<file path="src/rtl/clb_pkg.sv">
// clb_pkg: LE configuration layout shared by clb_lut_array and clb_le; `define CLB_CARRY_EN adds the CMODE bit.
package clb_pkg;
  localparam int OFS_LUT = 0;
  // control-bit offsets are counted from the top of the LUT field
  localparam int OFS_OSEL = 0;
  localparam int OFS_INIT = 1;
  localparam int OFS_FBSEL = 2;
  localparam int OFS_CMODE = 3;
`ifdef CLB_CARRY_EN
  localparam int CTL_W = 4;
  typedef struct packed {
    logic cmode;
    logic fbsel;
    logic init;
    logic osel;
  } le_cfg_t;
`else
  localparam int CTL_W = 3;
  typedef struct packed {
    logic fbsel;
    logic init;
    logic osel;
  } le_cfg_t;
`endif
  function automatic int le_cfg_w(input int lut_k);
    return (1 << lut_k) + CTL_W;
  endfunction
endpackage

</file>
<file path="src/rtl/clb_le.sv">
// clb_le: one logic element - LUT, Q feedback mux, D register, output mux; carry logic with CLB_CARRY_EN.
module clb_le
  import clb_pkg::*;
#(
  parameter int LUT_K = 4
) (
  input  logic                         clk,
  input  logic                         rst,
  input  logic                         ce,
  input  logic                         cfg_done,
  input  logic                         cfg_en,
  input  logic                         done_rise,
  input  logic                         init_ld,
  input  logic [le_cfg_w(LUT_K)-1:0]   cfg,
  input  logic [LUT_K-1:0]             in_bits,
`ifdef CLB_CARRY_EN
  input  logic                         cin,
  output logic                         cout,
`endif
  output logic                         out,
  output logic                         q
);
  localparam int LUT_N = 1 << LUT_K;
  le_cfg_t ctl;
  logic [LUT_N-1:0] lut;
  logic [LUT_K-1:0] a;
  logic f;
  assign lut = cfg[OFS_LUT +: LUT_N];
  assign ctl = le_cfg_t'(cfg[LUT_N +: CTL_W]);
  assign a = ctl.fbsel ? {in_bits[LUT_K-1:1], q} : in_bits;
`ifdef CLB_CARRY_EN
  logic [1:0] g;
  // g = {a[2], a[1]}; a[2] reads as 0 when LUT_K is 2
  assign g = 2'(a >> 1);
  assign f = lut[a] ^ (ctl.cmode & cin);
  assign cout = ctl.cmode ? (g[0] & g[1]) | (cin & (g[0] | g[1])) : cin;
`else
  assign f = lut[a];
`endif
  assign out = cfg_done & (ctl.osel ? q : f);
  always_ff @(posedge clk)
    if (rst) q <= 1'b0;
    else if (done_rise) q <= init_ld;
    else if (cfg_done && !cfg_en && ce) q <= f;
endmodule

</file>
<file path="src/rtl/clb_lut_array.sv">
// clb_lut_array: NUM_LE LUT_K-input LEs behind a serial config chain with a done flag.
// `define CLB_CARRY_EN adds the CIN/COUT carry chain and a per-LE CMODE bit.
module clb_lut_array
  import clb_pkg::*;
#(
  parameter int LUT_K  = 4,
  parameter int NUM_LE = 2
) (
  input  logic                    K,
  input  logic                    RST,
  input  logic                    CE,
  input  logic [NUM_LE*LUT_K-1:0] IN,
  output logic [NUM_LE-1:0]       OUT,
  output logic [NUM_LE-1:0]       QOUT,
  input  logic                    CFG_EN,
  input  logic                    CFG_DIN,
  output logic                    CFG_DOUT,
  output logic                    CFG_DONE
`ifdef CLB_CARRY_EN
  ,
  input  logic                    CIN,
  output logic                    COUT
`endif
);
  localparam int LUT_N = 1 << LUT_K;
  localparam int LE_W = le_cfg_w(LUT_K);
  localparam int CFG_BITS = NUM_LE * LE_W;
  localparam int CW = $clog2(CFG_BITS + 1);
  logic [CFG_BITS-1:0] chain, chain_nxt;
  logic [CW-1:0] cnt;
  logic done_rise;
`ifdef CLB_CARRY_EN
  logic [NUM_LE:0] c;
  assign c[0] = CIN;
  assign COUT = c[NUM_LE];
`endif
  assign chain_nxt = {chain[CFG_BITS-2:0], CFG_DIN};
  assign done_rise = CFG_EN & ~CFG_DONE & (cnt == CW'(CFG_BITS - 1));
  assign CFG_DOUT = chain[CFG_BITS-1];
  always_ff @(posedge K)
    if (RST) begin
      chain <= '0;
      cnt <= '0;
      CFG_DONE <= 1'b0;
    end else if (CFG_EN) begin
      chain <= chain_nxt;
      cnt <= (cnt == CW'(CFG_BITS)) ? cnt : cnt + 1'b1;
      CFG_DONE <= CFG_DONE | done_rise;
    end
  // INIT comes from the post-shift chain so the final bit's config is what gets loaded
  for (genvar i = 0; i < NUM_LE; i++) begin : g_le
    clb_le #(.LUT_K(LUT_K)) u_le (
      .clk      (K),
      .rst      (RST),
      .ce       (CE),
      .cfg_done (CFG_DONE),
      .cfg_en   (CFG_EN),
      .done_rise(done_rise),
      .init_ld  (chain_nxt[i*LE_W + LUT_N + OFS_INIT]),
      .cfg      (chain[i*LE_W +: LE_W]),
      .in_bits  (IN[i*LUT_K +: LUT_K]),
`ifdef CLB_CARRY_EN
      .cin      (c[i]),
      .cout     (c[i+1]),
`endif
      .out      (OUT[i]),
      .q        (QOUT[i])
    );
  end
endmodule

</file>
<file path="config.mk">
export PLATFORM = sky130hd
export DESIGN_NAME = clb_lut_array
export DESIGN_NICKNAME = d
export VERILOG_FILES = /design/src/rtl/clb_pkg.sv /design/src/rtl/clb_le.sv /design/src/rtl/clb_lut_array.sv
export SDC_FILE = /design/constraint.sdc
export NUM_CORES = 1
export LEC_CHECK = 0
export CORE_MARGIN = 1
export CORE_UTILIZATION = 25
export CTS_CLUSTER_DIAMETER = 120
export DETAILED_ROUTE_END_ITERATION = 10
export PLACE_DENSITY = 0.39
export SLEW_MARGIN = 20
export SYNTH_ARGS = -nofsm -noshare
export SYNTH_HDL_FRONTEND = slang
export SYNTH_SLANG_ARGS = --single-unit
</file>
<file path="constraint.sdc">
create_clock -name K -period 3.25 [get_ports K]
set_clock_uncertainty 0.15 [all_clocks]
set_input_delay 0.65 -clock K [delete_from_list [all_inputs] [get_ports K]]
set_output_delay 0.65 -clock K [all_outputs]
set_load 0.01 [all_outputs]
</file>
# ---- Word-level counts from Yosys, hierarchy flattened
# Cells that the tools add are included.
dict set report word_totals {
  out_inout_bits 6
  inputBits 13
  reg_bits 47
  word_cells 34
}
dict set report classes {
  n_eq_ne 2
  bitwise 7
  add_sub_neg 1
  n_mux 12
  reduce_logical 5
  magnitude_cmp 2
}
# operator n
set ops {}
lappend ops {{6-bit == test, second input constant} 2}
lappend ops {{4-bit by 5-bit less-than comparator with 1-bit output, second input constant} 2}
lappend ops {{1-bit two-way mux} 10}
lappend ops {{1-bit binary-select mux with 4-bit select} 2}
lappend ops {{6-bit by 1-bit adder with 6-bit output, second input constant} 1}
lappend ops {{1-bit AND} 4}
lappend ops {{1-bit logical AND} 2}
lappend ops {{1-bit NOT} 2}
lappend ops {{2-bit AND reduction} 1}
lappend ops {{2-bit nonzero test} 1}
lappend ops {{1-bit logical NOT} 1}
lappend ops {{1-bit bitwise OR} 1}

# ---- Depth between registers and ports, before layout
# Gate-level depths: netlist (run 1).
dict set report logic_depth {
  word_depth 5
  ltp_mapped 7
  mapped_depth_nobuf 6
}

# ---- Modules after synthesis
# A second synthesis (run 1) with hierarchy kept.
dict set report hier_totals {
  hier_cells 223
  hier_area_um2 2255.9
}
# module area_each_um2 instances cells_each seq_area_each_um2
set by_module_without_submodules {}
lappend by_module_without_submodules {clb_lut_array 1745.4 1 169 900.9}
lappend by_module_without_submodules {clb_le 255.2 2 27 20.0}

# ---- Worst setup path before layout (run 1)
# No wires, ideal clock.
dict set report synth_timing {
  kind {in2out}
  startpoint {in IN[5]}
  endpoint {out OUT[1]}
  slack_ns 0.390
  path_buffers 2
  cell_stages 6
  required_ns 2.450
  t_arrival_ns 2.060
  path_cell_list {clkbuf_1 mux4_2 nand3_1 nand4_1 a31o_2 buf_4}
}
dict set report synth_between {
  elab_chain_len 4
}
# element line_no
set synth_lines {}
lappend synth_lines {{start: declaration} clb_lut_array.sv:12} ;# input logic [NUM_LE*LUT_K-1:0] IN,
lappend synth_lines {{1-bit binary-select mux with 4-bit select} clb_le.sv:38} ;# assign f = lut[a];
lappend synth_lines {{1-bit two-way mux (implied by the code)} clb_le.sv:38}
lappend synth_lines {{1-bit two-way mux} clb_le.sv:40} ;# assign out = cfg_done & (ctl.osel ? q : f);
lappend synth_lines {{1-bit AND} clb_le.sv:40}
lappend synth_lines {{end: declaration} clb_lut_array.sv:13} ;# output logic [NUM_LE-1:0] OUT,
# Every way passes these cells. The select of a mux whose other input is x is not followed.

# ---- Final worst setup path (run 1)
dict set report layout_timing {
  startpoint {in IN[0]}
  endpoint {out OUT[0]}
}
dict set report layout_between {
  elab_chain_len 5
}
# element line_no
set layout_lines {}
lappend layout_lines {{1-bit two-way mux} clb_le.sv:30} ;# assign a = ctl.fbsel ? {in_bits[LUT_K-1:1], q} : in_bits;
lappend layout_lines {{1-bit binary-select mux with 4-bit select} clb_le.sv:38}
lappend layout_lines {{1-bit two-way mux (implied by the code)} clb_le.sv:38}
lappend layout_lines {{1-bit two-way mux} clb_le.sv:40}
lappend layout_lines {{1-bit AND} clb_le.sv:40}
# Every way passes these cells. The select of a mux whose other input is x is not followed.

==> results.cfg, run 1 <==
[status]
status = finished, final reports clean

[synthesis]
syn_inst = 210
synth.top_cells.by_area = dfxtp_1 44%, mux2i_1 20%, nor2_1 8.1%, mux4_1 2.5%, mux4_2 2.1%
synth_ff_type = dfxtp_1
ys_async_sr_fraction = 0
ys_ff_latch = 47
synth-edff-count = 0
yosysTopAreaCell = dfxtp_1
syn_area_per_cell_um2 = 10.2
synth_warnings = 0
syn_nets = 226
yosysMostFrequentCell = dfxtp_1
yosysUniqueCellTypes = 38
netlist_area_mm2 = 0.00214
synth_common_cells = 47 x dfxtp_1, 46 x nor2_1, 43 x mux2i_1
yosys.area.top_type_share = 0.440
yosysSeqAreaShare = 0.440

[floorplan]
core_mm2 = 0.00826
io_pins = 19
chipWidth_um = 94.5
die_h_um = 94.5
start_util = 0.259
num_rows = 33
die_area_mm2 = 0.00894

[power]
p_leak_nw = 1.09
power.density_mw_per_mm2 = 392
vdd_drop_max_uv = 136

[final_layout]
syn2layout_area_growth_pct = 21.0
finalNonFillerCells = 340
nets = 250
drive_gt1_frac = 0.157
seq_area_um2 = 945
post-route-util = 0.314
nFillCells = 899
diodes = 0
multiInputGateArea_mm2 = 0.00111

[placement]
dp_hpwl_um = 2880
gp_congestion = 0.687
numPortBuffers = 18
dp.cells = 329

[route]
ant_nets = 0
wire_per_inst_um = 12.9
drt-pass1-iter-count = 3
wl_um = 4390
drc_errors = 0
routed_via_density = 4.48
detail_route.iter0.violations = 32
vias = 1522

[critical_path]
max_stage_delay_ns = 0.53
start_kind = primary input
critPathKind = in2out
worstSetupEndpointType = output port
rrSetupSlack_ns = 1.15
crit_required_ns = 2.45
r2r-start = chain[18]
crit_slowest_cell = mux4_2
arrival_ns = 2.35
cp_max_fo = 4
r2r-end = g_le[0].u_le.q
crit_path_end = OUT[0]
crit_path_cell_trace = dlymetal6s2s_1 -> mux2i_4 -> mux4_2 -> and3b_2 -> nor4_4 -> o31ai_2 -> clkdlybuf4s15_2
rr_worst_depth = 5
critPathLaunch = IN[0]

[worst_hold_path]
hold_class = reg2reg

[timing]
rsz0062_at_grt = true
hold_violations = 0
slew_headroom = 0.568
worst_slew_pin_slew_ns = 0.648
min_period_ns = 3.15
clock.fmax_ghz = 0.317
setup_viol = 0
period_share = 0.970
drv_slew = 0

[cts]
cts.sinks = 47
clk_pin_slew_ns = 0.09
hold_buffers = 0
cts_tree = built
htree_levels = 2
clock-root-buffer = clkbuf_8
clock_latency_ns = 0.29
numCtsBuffers = 5
clock_path_buffers = 2

[global_route]
grt_overflow = 0
grt_pass1_vias = 1498
antenna_found_initial = 0
grt_usage = 0.108
grt_max_degree = 50
grt_pass1_wl_um = 7400

[run]
cap_violations = 0
==> metrics by stage <==
| stage | instance area, um^2 | total power [mW] | hold slack [ns] | TNS, ns | worst slack, ns |
|---|---|---|---|---|---|
| 2_1_floorplan | 2140 | 0.649 | 0.310 | 0 | 0.390 |
| 5_1_grt | 2590 | 1.08 | 0.385 | -0.0241 | -0.0241 |
| 3_3_place_gp | 2460 | 0.687 | 0.330 | -0.960 | -0.594 |
| 4_1_cts | 2570 | 1.04 | 0.351 | -0.147 | -0.147 |
| 3_5_place_dp | 2460 | 0.687 | 0.336 | -1.01 | -0.629 |
| 6_report | 2590 | 1.02 | 0.346 | 0 | 0.0960 |
==> flip-flops by register name, indices dropped and copies added, names as in the netlist <==
name         cells
CFG_DONE         1
chain           38
g_le.u_le.q      2
cnt              6
==> final cells by class <==
| type | instances | area share |
|---|---|---|
| Inverter | 5 | 0.00724 |
| Tap cell | 105 | 0.0507 |
| Multi-Input combinational cell | 142 | 0.430 |
| Timing Repair Buffer | 33 | 0.115 |
| Sequential cell | 47 | 0.365 |
| Clock buffer | 6 | 0.0280 |
| Clock inverter | 2 | 0.00483 |
==> kinds of logic after synthesis <==
kind of cell	count (synthesis)	share of synthesized area
XOR/XNOR	5	0.0205
AO/OA/AOI/OAI	16	0.0602
AND/OR/NAND/NOR	68	0.147
multiplexers	50	0.264
buffers and inverters	21	0.0520
flip-flops	47	0.440
adder cells (fa/ha/maj)	3	0.0175
==> power by group <==
part / internal [mW] / total [mW] / leakage [nW] / switching, mW
Combinational: 0.0463 / 0.0900 / 0.671 / 0.0437
Sequential: 0.579 / 0.584 / 0.380 / 0.00523
Clock: 0.151 / 0.341 / 0.0412 / 0.191
==> how the worst min path moves through the flow <==
stage	startpoint	endpoint	slack, ns	depth (start not counted)
2_1_floorplan	chain[17]	chain[17]	0.31	2
3_5_place_dp	chain[17]	chain[18]	0.34	2
6_report	chain[17]	chain[18]	0.35	2
5_1_grt	chain[17]	chain[18]	0.38	2
4_1_cts	chain[17]	chain[18]	0.35	2
3_3_place_gp	chain[36]	chain[36]	0.33	2
==> what timing repair did <==
action	in CTS	in global routing
endpoints found under the setup margin	2	2
gates resized for setup	9	8
buffers inserted	1	2
pin swaps	2	2
gates cloned	0	0
==> worst max-delay path: cells and delay by family <==
kind	cells	cell delay [ns]
mux	2	0.75
compound gates	1	0.09
simple gates	2	0.49
buf+inv	2	0.37
==> metal layers <==
| layer | up-vias | share of wire | GRT usage |
|---|---|---|---|
| met1 | 722 | 0.51 | 0.147 |
| met5 | - | 0 | 0 |
| met4 | 0 | 0.010 | 0.0379 |
| met3 | 5 | 0.032 | 0.0274 |
| li1 | 778 | - | - |
| met2 | 17 | 0.44 | 0.164 |
==> cell usage in the layout (no fill, tap or decap), types with 2 or more instances in the layout <==
master | synthesis | routed
clkdlybuf4s50_1 | 0 | 12
mux4_1 | 2 | 2
a211oi_1 | 4 | 4
dfxtp_1 | 47 | 46
ha_1 | 3 | 3
mux2_2 | 2 | 2
and3_1 | 2 | 2
mux2i_1 | 43 | 43
mux4_2 | 2 | 2
inv_1 | 5 | 5
xor2_1 | 4 | 4
a2111o_1 | 2 | 2
nand3_1 | 3 | 3
nand2_1 | 4 | 4
nor2_1 | 46 | 46
clkbuf_8 | 1 | 5
a21oi_1 | 2 | 2
buf_4 | 5 | 14
nor2b_1 | 3 | 3
nand4_1 | 3 | 3
Power figures use the tool's default switching activity.
==> run 2, diff against run 1 <==
- clock period: 3.25 -> 3.4 ns (I/O delays scaled with it)
==> run 2 against run 1 <==
Against the previous run: critical path depth did not move; first-iteration DRC count rose by 81%; wire length fell by 3.8%; via count shrank 3.2%; non-clock buffer count shrank 4; sequential power fell by 4.3%; sequential share of layout area hardly changed; register-to-register slack better by 0.14 ns; critical path type unchanged; largest power group unchanged.
==> results.cfg, run 2 (same netlist as run 1, synthesis figures left out) <==
[cts]
cts.sinks = 47
postCtsSetupBuffers = 0
htree_levels = 2
cts_tree = built
clock_latency_ns = 0.30
clock_path_buffers = 2
clock-root-buffer = clkbuf_8
numCtsBuffers = 5
clk_pin_slew_ns = 0.09

[final_layout]
drive_gt1_frac = 0.134
post-route-util = 0.312
nets = 246
final_cell_mix = 47 x dfxtp_1, 46 x nor2_1, 43 x mux2i_1
largest-register = chain
multiInputGateArea_mm2 = 0.00111
largestRegisters = chain x38, cnt x6, g_le.u_le.q x2
largest_register_ffs = 38
diodes = 0
syn2layout_area_growth_pct = 20.5
final_common_cell = dfxtp_1
nFillCells = 867
seq_area_um2 = 941

[critical_path]
arrival_ns = 2.43
critPathKind = in2out
max_stage_delay_ns = 0.52
cp_max_fo = 5
crit_path_cell_trace = dlygate4sd2_1 -> mux2i_4 -> mux4_2 -> and3b_2 -> nor4_4 -> o31ai_1 -> clkdlybuf4s15_2
crit_slowest_cell = mux4_2
rrSetupSlack_ns = 1.29
worstSetupEndpointType = output port
start_kind = primary input
crit_required_ns = 2.57

[global_route]
antenna_found_initial = 0
grt_usage = 0.107
grt_pass1_wl_um = 7280
met1_usage = 0.140
gr-usage-met3 = 0.0274
met2_usage = 0.164
grt_overflow = 0
grt_max_degree = 39
grt_pass1_vias = 1502
top_usage_layer = met2

[run]
cap_violations = 0

[timing]
setup-tns-final_ns = 0
period_share = 0.959
clock.fmax_ghz = 0.307
worst_slew_pin_slew_ns = 0.728
slew_headroom = 0.513
hold_violations = 0
min_period_ns = 3.26
setup_viol = 0
rsz0062_at_grt = false
drv_slew = 0

[floorplan]
start_util = 0.259
core_mm2 = 0.00826
num_rows = 33
die_h_um = 94.5
io_pins = 19
chipWidth_um = 94.5
die_area_mm2 = 0.00894

[power]
p_leak_nw = 1.08
vdd_drop_max_uv = 138
power.density_mw_per_mm2 = 409
p_total_mw = 1.05

[route]
routed_via_density = 4.38
drc_errors = 0
wire_per_inst_um = 12.6
drt-pass1-iter-count = 4
ant_nets = 0
vias = 1473
detail_route.iter0.violations = 58
wl_um = 4220

[worst_hold_path]
hold_class = reg2reg

[placement]
dp_hpwl_um = 2940
numPortBuffers = 18
gp_congestion = 0.653

[status]
status = finished, final reports clean
==> run 2: cell type report <==
type                       instances  area share
clock buffer                       5      0.0267
inverter                           5     0.00728
multi-input combinational        142       0.430
sequential                        47       0.365
clock inverter                     3      0.0170
tap                              105      0.0509
timing repair buffer              29       0.103
==> run 2: worst paths after layout <==
| path | start | endpoint | depth (start not counted) |
|---|---|---|---|
| worst max-delay path | IN[0] | OUT[0] | 7 |
| worst min-delay path | chain[17] | chain[17] | 2 |
| worst max register to register | chain[18] | g_le[0].u_le.q | 5 |
| worst min register to register | chain[17] | chain[17] | 2 |
==> run 2: routing by layer <==
layer / vias to the layer above / routed length [um]
met5: - / 0
met1: 676 / 2170
li1: 771 / -
met4: 0 / 75
met2: 18 / 1840
met3: 8 / 140
==> run 2: critical path: cells and delay by family <==
kind | cells | cell delay (ns)
AOI/OAI and AO/OA | 1 | 0.11
and+or+nand+nor | 2 | 0.40
muxes | 2 | 0.75
buffers and inverters | 2 | 0.49
==> run 2: timing repair <==
action / 4_1_cts / 5_1_grt
resized for setup: 10 / 1
pin swaps: 2 / 0
endpoints found under the setup margin: 2 / 1
hold buffers: 0 / 0
==> run 2: report_power, final <==
part / internal [mW] / switching, mW
clock network: 0.219 / 0.194
logic: 0.0411 / 0.0406
registers: 0.554 / 0.00496
==> run 2: through the flow <==
stage | cell area [um^2] | setup WS (ns) | cells | hold WS, ns
final | 2580 | 0.140 | 336 | 0.357
after global routing | 2580 | 0.000617 | 336 | 0.388
after CTS | 2580 | 0.0863 | 336 | 0.362
after detailed placement | 2450 | -0.528 | 328 | 0.337
after global placement | 2450 | -0.501 | 328 | 0.333
after floorplan | 2140 | 0.480 | 210 | 0.310
==> run 3, diff against run 2 <==
- CTS_BUF_LIST: not set -> sky130_fd_sc_hd__clkbuf_8
- SETUP_SLACK_MARGIN: not set -> 0.15
==> run 3 against run 2 <==
Against the previous run: sequential share of layout area about the same; final area barely moved; total power rose by 0.19%; combinational power rose by 1%; highest routed layer unchanged.
==> results.cfg, run 3 (same netlist as run 1, synthesis figures left out) <==
[status]
status = finished, final reports clean

[route]
drt-pass1-iter-count = 4
vias = 1484
detail_route.iter0.violations = 62
drc_errors = 0
routed_via_density = 4.40
ant_nets = 0
wl_um = 4230
wire_per_inst_um = 12.6

[global_route]
grt_pass1_wl_um = 7320
antenna_found_initial = 0
grt_overflow = 0
grt_pass1_vias = 1511
gr-usage-met3 = 0.0274
met2_usage = 0.165
top_usage_layer = met2
grt_max_degree = 39
grt_usage = 0.107
met1_usage = 0.141

[placement]
gp_congestion = 0.653
dp.cells = 328
numPortBuffers = 18
dp_hpwl_um = 2940

[critical_path]
crit_path_end = OUT[0]
rrSetupSlack_ns = 1.29
arrival_ns = 2.35
rr_worst_depth = 5
cp_max_fo = 5
r2r-end = g_le[0].u_le.q
max_stage_delay_ns = 0.52
critPathLaunch = IN[0]
critPathKind = in2out
crit_path_cell_trace = dlygate4sd2_1 -> mux2i_4 -> mux4_2 -> and3b_2 -> nor4_4 -> o31ai_1 -> buf_2
worstSetupEndpointType = output port
start_kind = primary input
crit_required_ns = 2.57
crit_slowest_cell = mux4_2
r2r-start = chain[18]

[final_layout]
finalNonFillerCells = 337
drive_gt1_frac = 0.142
final_cell_mix = 47 x dfxtp_1, 46 x nor2_1, 43 x mux2i_1
nets = 247
largest_register_ffs = 38
syn2layout_area_growth_pct = 20.3
final_common_cell = dfxtp_1
diodes = 0
largestRegisters = chain x38, cnt x6, g_le.u_le.q x2
largest-register = chain

[timing]
worst_slew_pin_slew_ns = 0.732
setup-tns-final_ns = 0
clock.fmax_ghz = 0.314
min_period_ns = 3.18
period_share = 0.936
whs_ns = 0.356
slew_headroom = 0.511
hold_violations = 0
rsz0062_at_grt = true
drv_slew = 0
setup_viol = 0

[floorplan]
num_rows = 33
core_mm2 = 0.00826
start_util = 0.259
die_area_mm2 = 0.00894
die_h_um = 94.5
io_pins = 19
chipWidth_um = 94.5

[cts]
htree_levels = 2
clock_latency_ns = 0.30
clock_path_buffers = 2
clock-root-buffer = clkbuf_8
clk_pin_slew_ns = 0.09
cts.sinks = 47
numCtsBuffers = 5
cts_tree = built

[power]
power.density_mw_per_mm2 = 410
vdd_drop_max_uv = 138
p_leak_nw = 1.09
p_total_mw = 1.06

[worst_hold_path]
hold_class = reg2reg

[run]
cap_violations = 0
## run 3: changes by cell type in the layout (fill, tap and decap cells not counted)
cell	before	now
buf_2	1	2
buf_4	10	11
clkbuf_2	0	1
clkdlybuf4s15_2	1	0
dlygate4sd2_1	4	3
## run 3: what timing repair did
| item | CTS | global route |
|---|---|---|
| pin swaps | 3 | 1 |
| endpoints found under the setup margin | 2 | 2 |
| hold buffers | 0 | 0 |
| resized for setup | 12 | 2 |
| buffers inserted | 1 | 0 |
## run 3: per-layer routing
| metal | part of all wire | wire (um) |
|---|---|---|
| met1 | 0.52 | 2180 |
| met4 | 0.018 | 75 |
| met5 | 0 | 0 |
| met3 | 0.034 | 144 |
| met2 | 0.43 | 1830 |
## run 3: power by group
group / total, mW / switching (mW) / internal [mW] / leakage (nW)
clock network: 0.414 / 0.195 / 0.219 / 0.0581
logic: 0.0829 / 0.0409 / 0.0420 / 0.649
registers: 0.559 / 0.00496 / 0.554 / 0.379
total: 1.06 / 0.241 / 0.815 / 1.09
## run 3: metrics by stage
| stage | utilization | setup slack, ns | cell area (um^2) |
|---|---|---|---|
| 6_report | 0.312 | 0.218 | 2580 |
| 5_1_grt | 0.312 | 0.0860 | 2580 |
| 4_1_cts | 0.312 | 0.176 | 2580 |
| 3_5_place_dp | 0.297 | -0.528 | 2450 |
| 3_3_place_gp | 0.297 | -0.501 | 2450 |
| 2_1_floorplan | - | 0.480 | 2140 |
## run 3: cell type report
type | count | area, um^2
fill | 868 | 5680
multi-input combinational | 142 | 1110
sequential | 47 | 941
timing repair buffer | 30 | 264
tap | 105 | 131
clock buffer | 5 | 68.8
clock inverter | 3 | 43.8
inverter | 5 | 18.8
## run 3: critical path: cells and delay by family
kind            cells  cell delay (ns)
compound gates      1             0.12
buf+inv             2             0.41
mux                 2             0.75
simple gates        2             0.40
## run 3: worst min path at each step
stage,start,end,slack [ns],cells after the start
6_report,chain[17],chain[17],0.36,2
5_1_grt,chain[17],chain[17],0.39,2
4_1_cts,chain[17],chain[17],0.36,2
3_5_place_dp,chain[36],chain[37],0.34,2
3_3_place_gp,chain[36],chain[36],0.33,2
2_1_floorplan,chain[17],chain[17],0.31,2
